<file path="config.mk">
export PLATFORM = sky130hd
export DESIGN_NAME = instr_mem_loader
export DESIGN_NICKNAME = d
export VERILOG_FILES = /design/src/rtl/instr_mem_loader.sv
export SDC_FILE = /design/constraint.sdc
export NUM_CORES = 1
export LEC_CHECK = 0
export BUFFER_PORTS_ARGS = -buffer_cell sky130_fd_sc_hd__buf_2
export CORE_MARGIN = 2
export CORE_UTILIZATION = 30
export DETAILED_ROUTE_END_ITERATION = 16
export GPL_TIMING_DRIVEN = 0
export SETUP_SLACK_MARGIN = 0.4
export SYNTH_ARGS = -nofsm -noshare
export SYNTH_HDL_FRONTEND = slang
export SYNTH_SLANG_ARGS = --single-unit
export TNS_END_PERCENT = 50
</file>
<file path="constraint.sdc">
create_clock -name Clock -period 2.25 [get_ports Clock]
set_input_delay 0.1125 -clock Clock [delete_from_list [all_inputs] [get_ports Clock]]
set_output_delay 0.1125 -clock Clock [all_outputs]
set_load 0.01 [all_outputs]
</file>
<file path="src/rtl/instr_mem_loader.sv">
// instr_mem_loader
//   Writer side of the instruction memory. It assembles a byte stream from the
//   debug UART into big-endian 32-bit words and writes them to consecutive
//   word addresses starting at 0. Loading stops after a HALT_WORD has been
//   written, or after the word at the last address below MEM_LIMIT.
//
//   Ports
//     Clock       : system clock, rising edge
//     Reset       : asynchronous reset, active low
//     Start       : one-cycle pulse, begins a load at address 0
//     RxData      : received byte
//     RxValid     : one-cycle strobe qualifying RxData
//     WriteEnable : memory write strobe, one cycle per word
//     WriteAddr   : byte address of the word being written (4-aligned)
//     WriteData   : assembled word
//     Loading     : load in progress (holds PC/pipeline in stall)
//     Done        : load finished; held until the next Start or Reset
//     Overflow    : load ended at the address limit without a halt word
//     WordCount   : words written in the current or last load
//
//   state   | meaning
//   S_IDLE  | after reset, waiting for Start
//   S_LOAD  | collecting bytes of the current word
//   S_WRITE | single write cycle; byte 0 of the next word may arrive here
//   S_DONE  | load complete; byte stream ignored until Start
module instr_mem_loader #(
  parameter logic [31:0] MEM_LIMIT = 32'h0000_07FF,
  parameter logic [31:0] HALT_WORD = 32'hFFFF_FFFF,
  parameter int          CNT_W     = 10
) (
  input  logic             Clock,
  input  logic             Reset,
  input  logic             Start,
  input  logic [7:0]       RxData,
  input  logic             RxValid,
  output logic             WriteEnable,
  output logic [31:0]      WriteAddr,
  output logic [31:0]      WriteData,
  output logic             Loading,
  output logic             Done,
  output logic             Overflow,
  output logic [CNT_W-1:0] WordCount
);

  localparam logic [31:0] LAST_ADDR = MEM_LIMIT - 32'd3;

  typedef enum logic [1:0] {S_IDLE, S_LOAD, S_WRITE, S_DONE} state_t;

  state_t            state, state_nxt;
  logic [1:0]        byte_cnt;
  logic [31:0]       shift_reg;
  logic [31:0]       word_reg;
  logic [31:0]       addr;
  logic [CNT_W-1:0]  word_count;
  logic              overflow_r;

  logic              clear_load;
  logic              shift_en;
  logic              latch_word;
  logic              write_cyc;
  logic              set_ovf;
  logic              adv_addr;

  always_ff @(posedge Clock or negedge Reset) begin
    if (!Reset) begin
      state <= S_IDLE;
    end else begin
      state <= state_nxt;
    end
  end

  always_comb begin
    state_nxt   = state;
    clear_load  = 1'b0;
    shift_en    = 1'b0;
    latch_word  = 1'b0;
    write_cyc   = 1'b0;
    set_ovf     = 1'b0;
    adv_addr    = 1'b0;
    WriteEnable = 1'b0;
    Loading     = 1'b0;
    Done        = 1'b0;
    case (state)
      S_IDLE: begin
        if (Start) begin
          clear_load = 1'b1;
          state_nxt  = S_LOAD;
        end
      end
      S_LOAD: begin
        Loading = 1'b1;
        if (RxValid) begin
          shift_en = 1'b1;
          if (byte_cnt == 2'd3) begin
            latch_word = 1'b1;
            state_nxt  = S_WRITE;
          end
        end
      end
      S_WRITE: begin
        Loading     = 1'b1;
        WriteEnable = 1'b1;
        write_cyc   = 1'b1;
        // byte_cnt is 0 here, so this byte can never complete a word
        shift_en    = RxValid;
        if (word_reg == HALT_WORD) begin
          state_nxt = S_DONE;
        end else if (addr == LAST_ADDR) begin
          set_ovf   = 1'b1;
          state_nxt = S_DONE;
        end else begin
          adv_addr  = 1'b1;
          state_nxt = S_LOAD;
        end
      end
      S_DONE: begin
        Done = 1'b1;
        if (Start) begin
          clear_load = 1'b1;
          state_nxt  = S_LOAD;
        end
      end
      default: state_nxt = S_IDLE;
    endcase
  end

  always_ff @(posedge Clock or negedge Reset) begin
    if (!Reset) begin
      byte_cnt   <= 2'd0;
      shift_reg  <= 32'd0;
      word_reg   <= 32'd0;
      addr       <= 32'd0;
      word_count <= '0;
      overflow_r <= 1'b0;
    end else if (clear_load) begin
      // a Start also drops any partial word left over from the previous load
      byte_cnt   <= 2'd0;
      shift_reg  <= 32'd0;
      addr       <= 32'd0;
      word_count <= '0;
      overflow_r <= 1'b0;
    end else begin
      if (shift_en) begin
        shift_reg <= {shift_reg[23:0], RxData};
        byte_cnt  <= byte_cnt + 2'd1;
      end
      if (latch_word) begin
        word_reg <= {shift_reg[23:0], RxData};
      end
      if (write_cyc) begin
        word_count <= word_count + CNT_W'(1);
      end
      if (set_ovf) begin
        overflow_r <= 1'b1;
      end
      if (adv_addr) begin
        addr <= addr + 32'd4;
      end
    end
  end

  assign WriteAddr = addr;
  assign WriteData = word_reg;
  assign Overflow  = overflow_r;
  assign WordCount = word_count;

endmodule

</file>
**Yosys cells after proc, flatten, opt, wreduce, memory -nomap -nowiden**

Index checks and enable logic that the tools add are counted.

- Flip-flop bits (word level): 103
- Bits in latches: 0
- Memory bits (writable): 0
- Bits in read-only memories: 0
- Input bits: 12
- Output and inout bits: 78
- Memories: 0

- Add/sub/neg operators: 3
- $mul: 0
- Divide/modulo/power cells: 0
- $lt $le $gt $ge: 0
- Equality and inequality tests: 9
- Shift operators: 0
- Mux-type cells: 32
- Bitwise gates (word level): 1
- Reductions and logical operators: 9

Operators with widths:

| cell | count |
|---|---|
| $mux W32 | 2 |
| $mux W24 | 2 |
| $add A32 B3 Y32 const B | 1 |
| $eq A32 B11 Y1 const B | 1 |
| $eq A32 B32 Y1 const B | 1 |
| $mux W10 | 2 |
| $mux W1 | 17 |
| $mux W2 | 7 |
| $add A10 B1 Y10 const B | 1 |
| $reduce_bool A2 Y1 | 4 |
| $eq A2 B2 Y1 const B | 3 |
| $pmux W2 S3 | 1 |
| $ne A2 B2 Y1 const B | 2 |
| $reduce_or A2 Y1 | 2 |
| $reduce_and A3 Y1 | 1 |
| $add A2 B1 Y2 const B | 1 |
| $eq A2 B1 Y1 const B | 1 |
| $logic_not A2 Y1 | 1 |
| $ne A2 B1 Y1 const B | 1 |
| $pmux W1 S2 | 1 |
| $reduce_and A2 Y1 | 1 |
| $not A1 Y1 | 1 |

**Logic depth before layout (Yosys ltp)**

Gate-level depths: netlist of run 1.

- Word-level depth: 6
- Gate-level depth with buffers: 8
- Depth with buffers taken out: 7

**Least setup slack after synthesis of run 1**

Ideal clock, no wire load.

- Path kind: register to register
- Start point: reg state[0]
- End point: reg word_reg[2], in the netlist WriteData[2]
- Arrival time: 2.041 ns
- Setup slack: 0.084 ns
- Stages on the path, launching flop included: 8
- Buffers on the path: 2
- Clock period less this slack: 2.166 ns
- Cells stage by stage: dfrtp_1 -> inv_1 -> ha_1 -> and2_1 -> clkbuf_1 -> nor3b_1 -> buf_2 -> mux2_2

- Cells in the longest elaborated chain, start to end: 5
- Elaborated cells between the ends (all ways): 8
- Those cells by class: eq/ne: 2; mux: 2; bitwise: 1; reduce/logical: 3

Ends and longest elaborated chain:

| element | RTL line | source |
|---|---|---|
| start, declared | 49 | `state_t state, state_nxt;` |
| start signal, assigned | 68 | `state <= state_nxt;` |
| $eq A2 B2 Y1 / $logic_not A2 Y1 (equally long branches) | 83 | `case (state)` |
| $reduce_or A2 Y1 (no source line) | n/a |  |
| $mux W1 | n/a |  |
| $not A1 Y1 (no source line) | n/a |  |
| $reduce_and A2 Y1 (no source line) (*) | n/a |  |
| end signal, assigned | 148 | `word_reg <= {shift_reg[23:0], RxData};` |
| end, declared | 52 | `logic [31:0] word_reg;` |

Every way passes the cells marked *; elsewhere a longest branch is shown, timed or not.
A chain may end at the register's enable or synchronous reset.

**Worst setup path in the final report of run 1**

- Start point: reg word_reg[14], in the netlist WriteData[14]
- End point: reg addr[29], in the netlist WriteAddr[29]

- Cells in the longest elaborated chain, start to end: 4

Ends and longest elaborated chain:

| element | RTL line | source |
|---|---|---|
| $eq A32 B32 Y1 | 106 | `if (word_reg == HALT_WORD) begin` |
| $mux W1 | 106 |  |
| $mux W1 | 83 |  |
| $reduce_bool A2 Y1 (no source line) | n/a |  |
| end signal, assigned | 157 | `addr <= addr + 32'd4;` |
| end, declared | 53 | `logic [31:0] addr;` |

Every way passes these cells.

==> results.txt, run 1 <==
Status - finished clean
Wire length on met3 - 1006 um
Worst slew pin tran - 0.7810 ns
Detailed-placement wirelength estimate - 8537 um
Clock Latency Late Sink - 0.36 ns
PortBufs - 87
GRT Overall Usage - 15.98%
DIE AREA - 16450 um2
GR Overflow Total - 0
Initial Util - 30.58%
Wire length on met2 - 6665 um
Relative slew slack - 47.93%
Leak - 3.183 nW
Seq/Total Area, Yosys - 54.57%
Synth top area share - 54.57%
RSZ-0062 raised after global routing - true
Sequential Power Share - 41.6%
CP Capture Type - flip-flop
Via count - 4061
Ys async rst share - 100.0%
Fin crit period - 1.951 ns
M1 wire length - 5600 um
Flops & latches, synth - 101
Root buffer cell - clkbuf_16
CP required - 2.48 ns
Top Layer Used - met4
Worst EP arrival - 2.18 ns
WS Path Type - reg -> reg
Min-Delay Path Class - in -> reg
Dpl cells - 684
Largest net degree at the start of global routing - 60
Die span in x - 128.3 um
Pwr per Cell Area - 944.7 nW/um2
# Max-Cap Violations - 0
Mapped Area - 4632 um2
Number of enable flip-flop cells after synthesis - 0
Final Setup Violations - 0
Layout Nets - 587
FILL cells - 1371
Max Slew Vio Count - 0
Layout Cells excl Fill - 762
Core ar. - 15150 um2
Vias in the first global route - 3870
Std-Cell Rows - 45
First-pass GRT wire length - 20490 um
Post-DRT Antenna Nets - 0
Yosys cell types - 52
Layout area overhead - 43.98%
Initial DRC Count - 205
R2R Setup Slk - 0.30 ns
Share of post-route cells with drive strength above 1 - 46.17%
Maximum vdd drop - 0.0007758 V
Top Ports - 90
Placer congestion estimate - 0.8016
CTS tree - yes
Antenna violations before repair - 0
Comb power frac - 33.0%
Max frequency - 512.7 MHz
Max reg flops - 32
H-tree Lvls - 3
CP startpoint kind - flip-flop
Post-Route WL - 13400 um
DRC Markers - 0
Longest Clk Path Bufs - 2
TNS Setup - 0 ns
Period utilisation layout - 86.69%
Worst setup path start - WriteData[14]
Reg clk slew, reported paths - 0.07 ns
Commonest register cell after synthesis - dfrtp_1
Clock network power share - 25.5%
Int Pwr - 0.004198 W
Pre-antenna DRT Iters - 4
Sw power - 0.002103 W
Sw frac - 33.38%
Die Ht - 128.3 um
ANT cells - 0
Clock Skew - 0.01019 ns
Total CTS buffers - 9
Cell type with the largest total area after synthesis - dfrtp_1
Cells after Synth - 407
Syn_area_per_cell - 11.38 um2
Clk sinks - 101
Synth area leaders - dfrtp_1 55%, mux2_2 8.0%, a22o_1 4.7%, a21oi_1 2.9%, nand4_1 2.3%
Worst R2R Start - WriteData[14]
Final Hold Viols - 0
Wirelength per Cell - 17.58 um
Ys Warns - 0
Hold Crit Start - RxData[4]
Max Fanout on Critical Path - 5
Vias per cell - 5.329
[per-layer routing]
metal,up-vias,track usage [%]
met5,-,0
met4,0,4.590
met3,10,5.927
met2,147,25.91
met1,2050,19.99
li1,1854,-
[power groups by stage]
stage	Combinational [W]	Sequential (W)	Clock, W
finish	0.00208	0.00262	0.00160
global route	0.00225	0.00267	0.00173
CTS	0.00183	0.00259	0.00164
detailed placement	0.00159	0.00264	0
global placement	0.00156	0.00262	0
floorplan	0.000899	0.00265	0
[synth_stat cells, types with 6 or more instances]
library cell and n:
dfrtp_1 101, mux2_2 33, a21oi_1 27, a22o_1 25, nand2_1 23, nor2_1 19, nand4_1 17, or4_1 14
o21ai_1 12, o31ai_1 11, or3_1 11, buf_2 10, clkbuf_1 10, nand3_1 9, inv_1 7, and2_1 6
ha_1 6, xor2_1 6
[worst paths after layout]
kind / to / cells past startpoint
max reg2reg: WriteAddr[29] / 8
max: WriteAddr[29] / 8
max in group asynchronous: WriteData[12] / 3
min reg2reg: Overflow / 2
min in group asynchronous: WriteAddr[13] / 2
min: WriteData[4] / 2
[worst max-delay path, cell delays in order, from the launching register on]
cell and delay, ns:
dfrtp_1 0.41, nand4_1 0.13, or4_4 0.56, o21ai_4 0.21, buf_6 0.17, buf_6 0.10, buf_6 0.09, or4_1 0.10
a21oi_1 0.06
[logic make-up (layout without fill, tap and decap cells)]
group                      after synthesis  after routing  share of synthesized area, %
muxes                                   36             36                         8.698
other                                    1              2                       0.08096
buffers and inverters                   33            199                         3.350
AOI/OAI and AO/OA                       96             96                         14.18
adders and majority gates                6              6                         1.621
xor gates and xnor gates                 8              8                         1.513
and+or+nand+nor                        126            126                         15.99
DFF                                    101            101                         54.57
[per-stage QoR]
step	area [um2]	total power, W	setup WS [ns]	hold slack [ns]	util, %
5_1_grt	6669	0.006644	0.2123	0.001664	44.03
6_report	6669	0.006300	0.2994	0.01494	44.03
3_5_place_dp	5376	0.004226	0.01306	0.2449	35.50
4_1_cts	6230	0.006062	0.2530	0.001451	41.13
2_1_floorplan	4683	0.003550	0.3929	-0.1831	-
3_3_place_gp	5354	0.004176	-0.2102	0.3580	35.35
[layout make-up]
cell class / count / area, um2 / share of cell area, %
Clock buffer: 10 / 229.0 / 3.433
Tap cell: 188 / 235.2 / 3.527
Inverter: 7 / 26.28 / 0.3940
Multi-Input combinational cell: 274 / 2242 / 33.62
Timing Repair Buffer: 150 / 1087 / 16.30
Buffer: 26 / 234.0 / 3.508
Sequential cell: 101 / 2544 / 38.14
Clock inverter: 6 / 71.32 / 1.069
[placed cells by master, fill, tap and decap left out, types with 7 or more instances in the layout]
cell type       n
a22o_1         25
or3_1           9
dlygate4sd3_1   8
dfrtp_2        13
clkbuf_16      12
nor2_1         17
buf_2          87
a21oi_1        24
buf_4          44
nand4_1        17
or4_1          10
o31ai_1        10
dfrtp_1        88
mux2_4         30
nand3_1         9
nand2_1        21
o21ai_1         7
buf_6          13
[what timing repair did]
action	4_1_cts	5_1_grt
hold endpoints to repair	69	0
gates resized for setup	58	58
gates cloned	2	3
pin swaps	26	22
setup buffers	29	20
hold buffers	8	0
setup endpoints to repair	94	94
Power figures use the tool's default switching activity.
==> run 2, diff against run 1 <==
--- a/config.mk
+++ b/config.mk
@@ -6,10 +6,14 @@
 export NUM_CORES = 1
 export LEC_CHECK = 0
 export BUFFER_PORTS_ARGS = -buffer_cell sky130_fd_sc_hd__buf_2
+export CELL_PAD_IN_SITES_DETAIL_PLACEMENT = 0
+export CELL_PAD_IN_SITES_GLOBAL_PLACEMENT = 2
 export CORE_MARGIN = 2
 export CORE_UTILIZATION = 30
 export DETAILED_ROUTE_END_ITERATION = 16
 export GPL_TIMING_DRIVEN = 0
+export PLACE_DENSITY_LB_ADDON = 0.1
+export REMOVE_ABC_BUFFERS = 1
 export SETUP_SLACK_MARGIN = 0.4
 export SYNTH_ARGS = -nofsm -noshare
 export SYNTH_HDL_FRONTEND = slang
==> run 2 against run 1 <==
Via count is 7.0% lower. Clock-buffer cell count is 1 higher. Worst hold slack worse by 0.0054 ns. Flip-flop and latch count stayed put. Critical path depth is 3 lower. Non-clock buffer count is 29 lower. Global-route usage is 0.18 points lower. Die area stayed put. Register-to-register slack better by 0.07 ns. Critical endpoint is now WriteAddr[26]. Largest cell class unchanged.
==> results.txt, run 2 (synthesis gave the netlist of run 1 again) <==
Worst Hold Slack - 0.009524 ns (-0.005418 ns)
CTS tree - yes
Detailed-placement wirelength estimate - 8177 um (-4.2%)
Final Total Pwr - 0.005996 W (-4.8%)
Maximum vdd drop - 0.0005757 V (-26%)
Worst EP arrival - 2.15 ns (-0.03 ns)
Max frequency - 531.8 MHz (+3.7%)
Reg clk slew, reported paths - 0.07 ns (about the same)
Die Ht - 128.3 um (unchanged)
Root buffer cell - clkbuf_16
FILL cells - 1468 (+7.1%)
Area of the multi-input gates - 2131 um2 (-5.0%)
Clk sinks - 101 (unchanged)
CP Capture Type - flip-flop
Final instance area - 6255 um2 (-6.2%)
Commonest non-fill, non-tap cell in the layout - dfrtp_1
Max Slew Vio Count - 0 (unchanged)
Initial Util - 30.58% (unchanged)
Post-layout util - 41.30% (-2.7 points)
Placer congestion estimate - 0.7116 (-11%)
Longest Clk Path Bufs - 2 (unchanged)
Initial DRC Count - 187 (-8.8%)
Status - finished clean
DP Area - 5350 um2 (-0.49%)
Largest net degree at the start of global routing - 60 (unchanged)
Layout area overhead - 35.04%
Vias per cell - 5.161 (-3.2%)
Clock Skew - 0.008177 ns (-0.002010 ns)
Leak - 2.999 nW (-5.8%)
Pre-antenna DRT Iters - 4 (unchanged)
Clock Latency Late Sink - 0.35 ns (about the same)
Worst setup path start - WriteAddr[11]
Min-Delay Path Class - in -> reg
Layout Nets - 558 (-4.9%)
DRC Markers - 0 (unchanged)
Most frequent cells in the layout - 87 x dfrtp_1, 86 x buf_2, 45 x buf_4
First-pass GRT wire length - 20360 um (-0.64%)
PortBufs - 87 (unchanged)
Relative slew slack - 58.44% (+11 points)
Top Ports - 90 (unchanged)
Final Hold Viols - 0 (unchanged)
Post-DRT Antenna Nets - 0 (unchanged)
Period utilisation layout - 83.57% (-3.1 points)
DIE AREA - 16450 um2 (unchanged)
Fin crit period - 1.880 ns (-0.07032 ns)
Total CTS buffers - 9 (unchanged)
Final Setup Violations - 0 (unchanged)
H-tree Lvls - 3 (unchanged)
ANT cells - 0 (unchanged)
GRT Overall Usage - 15.80% (-0.18 points)
CP required - 2.52 ns (+0.04 ns)
Pwr per Cell Area - 958.6 nW/um2 (+1.5%)
Max reg flops - 32 (unchanged)
Post-Route WL - 12530 um (-6.4%)
Core ar. - 15150 um2 (unchanged)
Worst R2R Start - WriteAddr[11]
Worst slew pin tran - 0.6233 ns (-0.1577 ns)
Hold Crit Start - RxData[6]
Antenna violations before repair - 0 (unchanged)
Via count - 3778 (-7.0%)
Dpl cells - 665 (-2.8%)
Layout Cells excl Fill - 732 (-3.9%)
Wirelength per Cell - 17.12 um (-2.6%)
WS Path Type - reg -> reg
GR Overflow Total - 0 (unchanged)
Die span in x - 128.3 um (unchanged)
Max Fanout on Critical Path - 8 (+3)
# Max-Cap Violations - 0 (unchanged)
Share of post-route cells with drive strength above 1 - 43.20% (-3.0 points)
Vias in the first global route - 3712 (-4.1%)
RSZ-0062 raised after global routing - true
CP startpoint kind - flip-flop
FF+latch area - 2545 um2 (about the same)
Std-Cell Rows - 45 (unchanged)
==> run 2: cell count changes in the layout (fill, tap and decap cells not counted), sizes merged <==
cell,before,now
buf,155,143
clkbuf,23,12
dlygate4sd3,8,3
inv,9,7
bufinv,1,0
clkinvlp,1,2
==> run 2: where the power goes <==
part,internal [W],switching (W)
Sequential,0.00225,0.000317
Combinational,0.00100,0.000971
Clock,0.000772,0.000688
==> run 2: stage by stage <==
step,worst slack [ns],TNS [ns]
3_3_place_gp,-4.161,-256.13
4_1_cts,0.3712,0
5_1_grt,0.2841,0
2_1_floorplan,-2.055,-94.63
6_report,0.3697,0
3_5_place_dp,-0.4189,-10.52
==> run 2: metal layers <==
layer / vias up / GRT usage, % / part of all wire (%)
li1: 1795 / - / -
met1: 1896 / 21.10 / 47
met2: 74 / 25.78 / 48
met3: 13 / 3.130 / 4.1
met4: 0 / 5.171 / 1.6
met5: - / 0 / 0
==> run 2: worst paths after layout <==
path	to	slack [ns]	cells past startpoint
hold reg to reg	shift_reg[23]	0.50	1
setup / recovery	WriteAddr[26]	0.37	5
setup reg to reg	WriteAddr[26]	0.37	5
min in group asynchronous	WriteAddr[14]	0.31	2
hold / removal	shift_reg[6]	0.01	2
max in group asynchronous	WriteAddr[9]	1.22	3
==> run 2: worst max-delay path, stage by stage, from the launching register on <==
cell and delay (ns):
dfrtp_2 0.45, nand4_4 0.14, nor3_4 0.34, o2111a_2 0.32, or4b_1 0.44, a21oi_1 0.13
==> run 2: repair_timing <==
item	4_1_cts	5_1_grt
resized for setup	45	10
pin swaps	20	6
endpoints found under the setup margin	92	68
hold buffers	3	0
buffers inserted	44	3
hold endpoints to repair	44	0
cloned	1	1
==> run 2: layout make-up <==
class | instances | share of cell area (%)
Sequential cell | 101 | 40.69
Timing Repair Buffer | 147 | 16.78
Tap cell | 188 | 3.761
Multi-Input combinational cell | 274 | 34.07
Clock buffer | 11 | 3.881
Inverter | 7 | 0.4201
Clock inverter | 4 | 0.4001
==> run 3, diff against run 2 <==
==> constraint.sdc (replaced) <==
create_clock -name Clock -period 1.5 [get_ports Clock]
set_input_delay 0.075 -clock Clock [delete_from_list [all_inputs] [get_ports Clock]]
set_output_delay 0.075 -clock Clock [all_outputs]
set_load 0.01 [all_outputs]
==> run 3 against run 2 <==
The flow now finishes with violations (setup timing). Sequential power rose by 52%. Worst hold slack better by 0.069 ns. Combinational power increased by 83%. Clock skew down 0.0011 ns. Cell area rose by 9.5%. Non-clock buffer count grew 21. First-iteration DRC count rose by 1.1%. Critical path type unchanged.
==> results.txt, run 3 (synthesis gave the netlist of run 1 again) <==
Clk sinks - 101 (unchanged)
Pre-antenna DRT Iters - 4 (unchanged)
Comb power frac - 37.2% (+4.3 points)
First-pass GRT wire length - 21110 um (+3.7%)
GRT Overall Usage - 16.33% (+0.53 points)
Core ar. - 15150 um2 (unchanged)
RSZ-0062 raised after global routing - true
Fin crit period - 1.871 ns (-0.009273 ns)
Int Pwr - 0.006560 W (+63%)
Worst R2R Start - state[0]
Clock Latency Late Sink - 0.34 ns (about the same)
Worst EP arrival - 2.10 ns (-0.05 ns)
ANT cells - 0 (unchanged)
Sequential Power Share - 40.2% (-2.6 points)
CP Capture Type - flip-flop
Status - finished with violations
Final Total Pwr - 0.009704 W (+62%)
Longest Clk Path Bufs - 2 (unchanged)
CP required - 1.73 ns (-0.79 ns)
Leak - 3.189 nW (+6.3%)
Max Slew Vio Count - 0 (unchanged)
Top Ports - 90 (unchanged)
FF+latch area - 2551 um2 (+0.25%)
Max Fanout on Critical Path - 7 (-1)
Max reg flops - 32 (unchanged)
Layout area overhead - 47.84%
Period utilisation layout - 124.7% (+41 points)
CP Buf/Inv Count - 3 (+3)
Cell depth of the worst flop-to-flop path - 7 (+2)
GR Overflow Total - 0 (unchanged)
DRC Markers - 0 (unchanged)
Initial DRC Count - 189 (+1.1%)
H-tree Lvls - 3 (unchanged)
Std-Cell Rows - 45 (unchanged)
Cell family with most CP delay - buffers and inverters
R2r endpoint - WriteData[13]
Commonest non-fill, non-tap cell in the layout - dfrtp_1
Wirelength per Cell - 17.40 um (+1.6%)
Final worst slack - -0.3710 ns (-0.7407 ns)
Root buffer cell - clkbuf_16
Pwr per Cell Area - 1417 nW/um2 (+48%)
Clock network power share - 22.6% (-1.7 points)
Worst setup path start - state[0]
Final Hold Viols - 0 (unchanged)
Detailed-placement wirelength estimate - 8177 um (unchanged)
Post-Route WL - 13100 um (+4.5%)
DIE AREA - 16450 um2 (unchanged)
Sw power - 0.003143 W (+59%)
PortBufs - 87 (unchanged)
WS Path Type - reg -> reg
TNS Setup - -21.99 ns (-21.99 ns)
Reg clk slew, reported paths - 0.07 ns (about the same)
Worst Setup EP - WriteData[13]
Layout Nets - 579 (+3.8%)
Die span in x - 128.3 um (unchanged)
Largest net degree at the start of global routing - 60 (unchanged)
Min-Delay Path Class - in -> reg
# Max-Cap Violations - 0 (unchanged)
Initial Util - 30.58% (unchanged)
Placer congestion estimate - 0.7116 (unchanged)
Total CTS buffers - 9 (unchanged)
CP cell instances - inv_2 > ha_4 > and2_4 > nor3b_4 > buf_6 > buf_16 > mux2_2
Antenna violations before repair - 0 (unchanged)
Slowest CP cell - dfrtp_1
Clock Skew - 0.007043 ns (-0.001134 ns)
CTS tree - yes
Most frequent cells in the layout - 82 x dfrtp_1, 67 x buf_2, 49 x buf_6
Critical path's largest stage delay - 0.40 ns (-0.05 ns)
Vias in the first global route - 3828 (+3.1%)
Share of post-route cells with drive strength above 1 - 46.73% (+3.5 points)
Via count - 3933 (+4.1%)
Maximum vdd drop - 0.0008625 V (+50%)
Die Ht - 128.3 um (unchanged)
Violated checks - setup timing
Final Setup Violations - 89 (+89)
Post-DRT Antenna Nets - 0 (unchanged)
Max frequency - 534.5 MHz (+0.50%)
R2R Setup Slk - -0.37 ns (-0.74 ns)
Area of the multi-input gates - 2282 um2 (+7.1%)
Vias per cell - 5.223 (+1.2%)
FILL cells - 1422 (-3.1%)
Critical path depth - 7 (+2)
CP startpoint kind - flip-flop
Sw frac - 32.40% (-0.56 points)
==> run 3: how the worst min path moves through the flow <==
stage,start,endpoint,slack [ns],cells past startpoint
after floorplan,Reset,Overflow,-0.22,0
after global placement,RxData[5],shift_reg[5],0.31,2
after detailed placement,Reset,WriteAddr[14],0.14,1
after CTS,Start,state[0],0.07,3
after global routing,Start,state[0],0.09,3
final,Start,state[0],0.08,3
==> run 3: layout make-up <==
class / instances / share of cell area [%]
multi-input cells: 274 / 33.33
flip-flops and latches: 101 / 37.26
repair buffers: 168 / 21.69
clock inverters: 4 / 0.3654
well taps: 188 / 3.435
clock buffers: 11 / 3.545
inverters: 7 / 0.3837
==> run 3: through the flow <==
step / instance area (um2) / hold slack (ns) / setup slack [ns] / std cells / util (%)
3_3_place_gp: 5177 / 0.3136 / -4.911 / 657 / 34.18
5_1_grt: 6848 / 0.08662 / -0.4392 / 753 / 45.21
4_1_cts: 6492 / 0.07198 / -0.3536 / 739 / 42.87
6_report: 6848 / 0.07891 / -0.3710 / 753 / 45.21
3_5_place_dp: 5350 / 0.1362 / -1.169 / 665 / 35.32
2_1_floorplan: 4507 / -0.2206 / -2.805 / 382 / -
==> run 3: per-layer routing <==
metal / global-route usage (%) / vias to the layer above / wire length (um)
met2: 26.97 / 77 / 6357
met1: 21.72 / 2002 / 6011
li1: - / 1839 / -
met3: 3.130 / 15 / 530
met5: 0 / - / 0
met4: 5.042 / 0 / 202
==> run 3: power groups by stage <==
| stage | clock network [W] | logic, W | registers [W] |
|---|---|---|---|
| 2_1_floorplan | 0 | 0.00120 | 0.00396 |
| 4_1_cts | 0.00226 | 0.00333 | 0.00387 |
| 6_report | 0.00220 | 0.00361 | 0.00390 |
| 3_3_place_gp | 0 | 0.00224 | 0.00404 |
| 5_1_grt | 0.00237 | 0.00392 | 0.00398 |
| 3_5_place_dp | 0 | 0.00247 | 0.00395 |
==> run 3: worst register-to-register path, stage by stage, from the launching register on <==
cell and delay, ns:
dfrtp_1 0.40, inv_2 0.08, ha_4 0.20, and2_4 0.16
nor3b_4 0.24, buf_6 0.21, buf_16 0.14, mux2_2 0.32
==> run 3: what timing repair did <==
item,CTS,global route
gates cloned,2,1
endpoints found under the hold margin,58,0
setup buffers,48,13
hold buffers,9,0
gates resized for setup,91,61
endpoints found under the setup margin,104,182
pin swaps,45,19
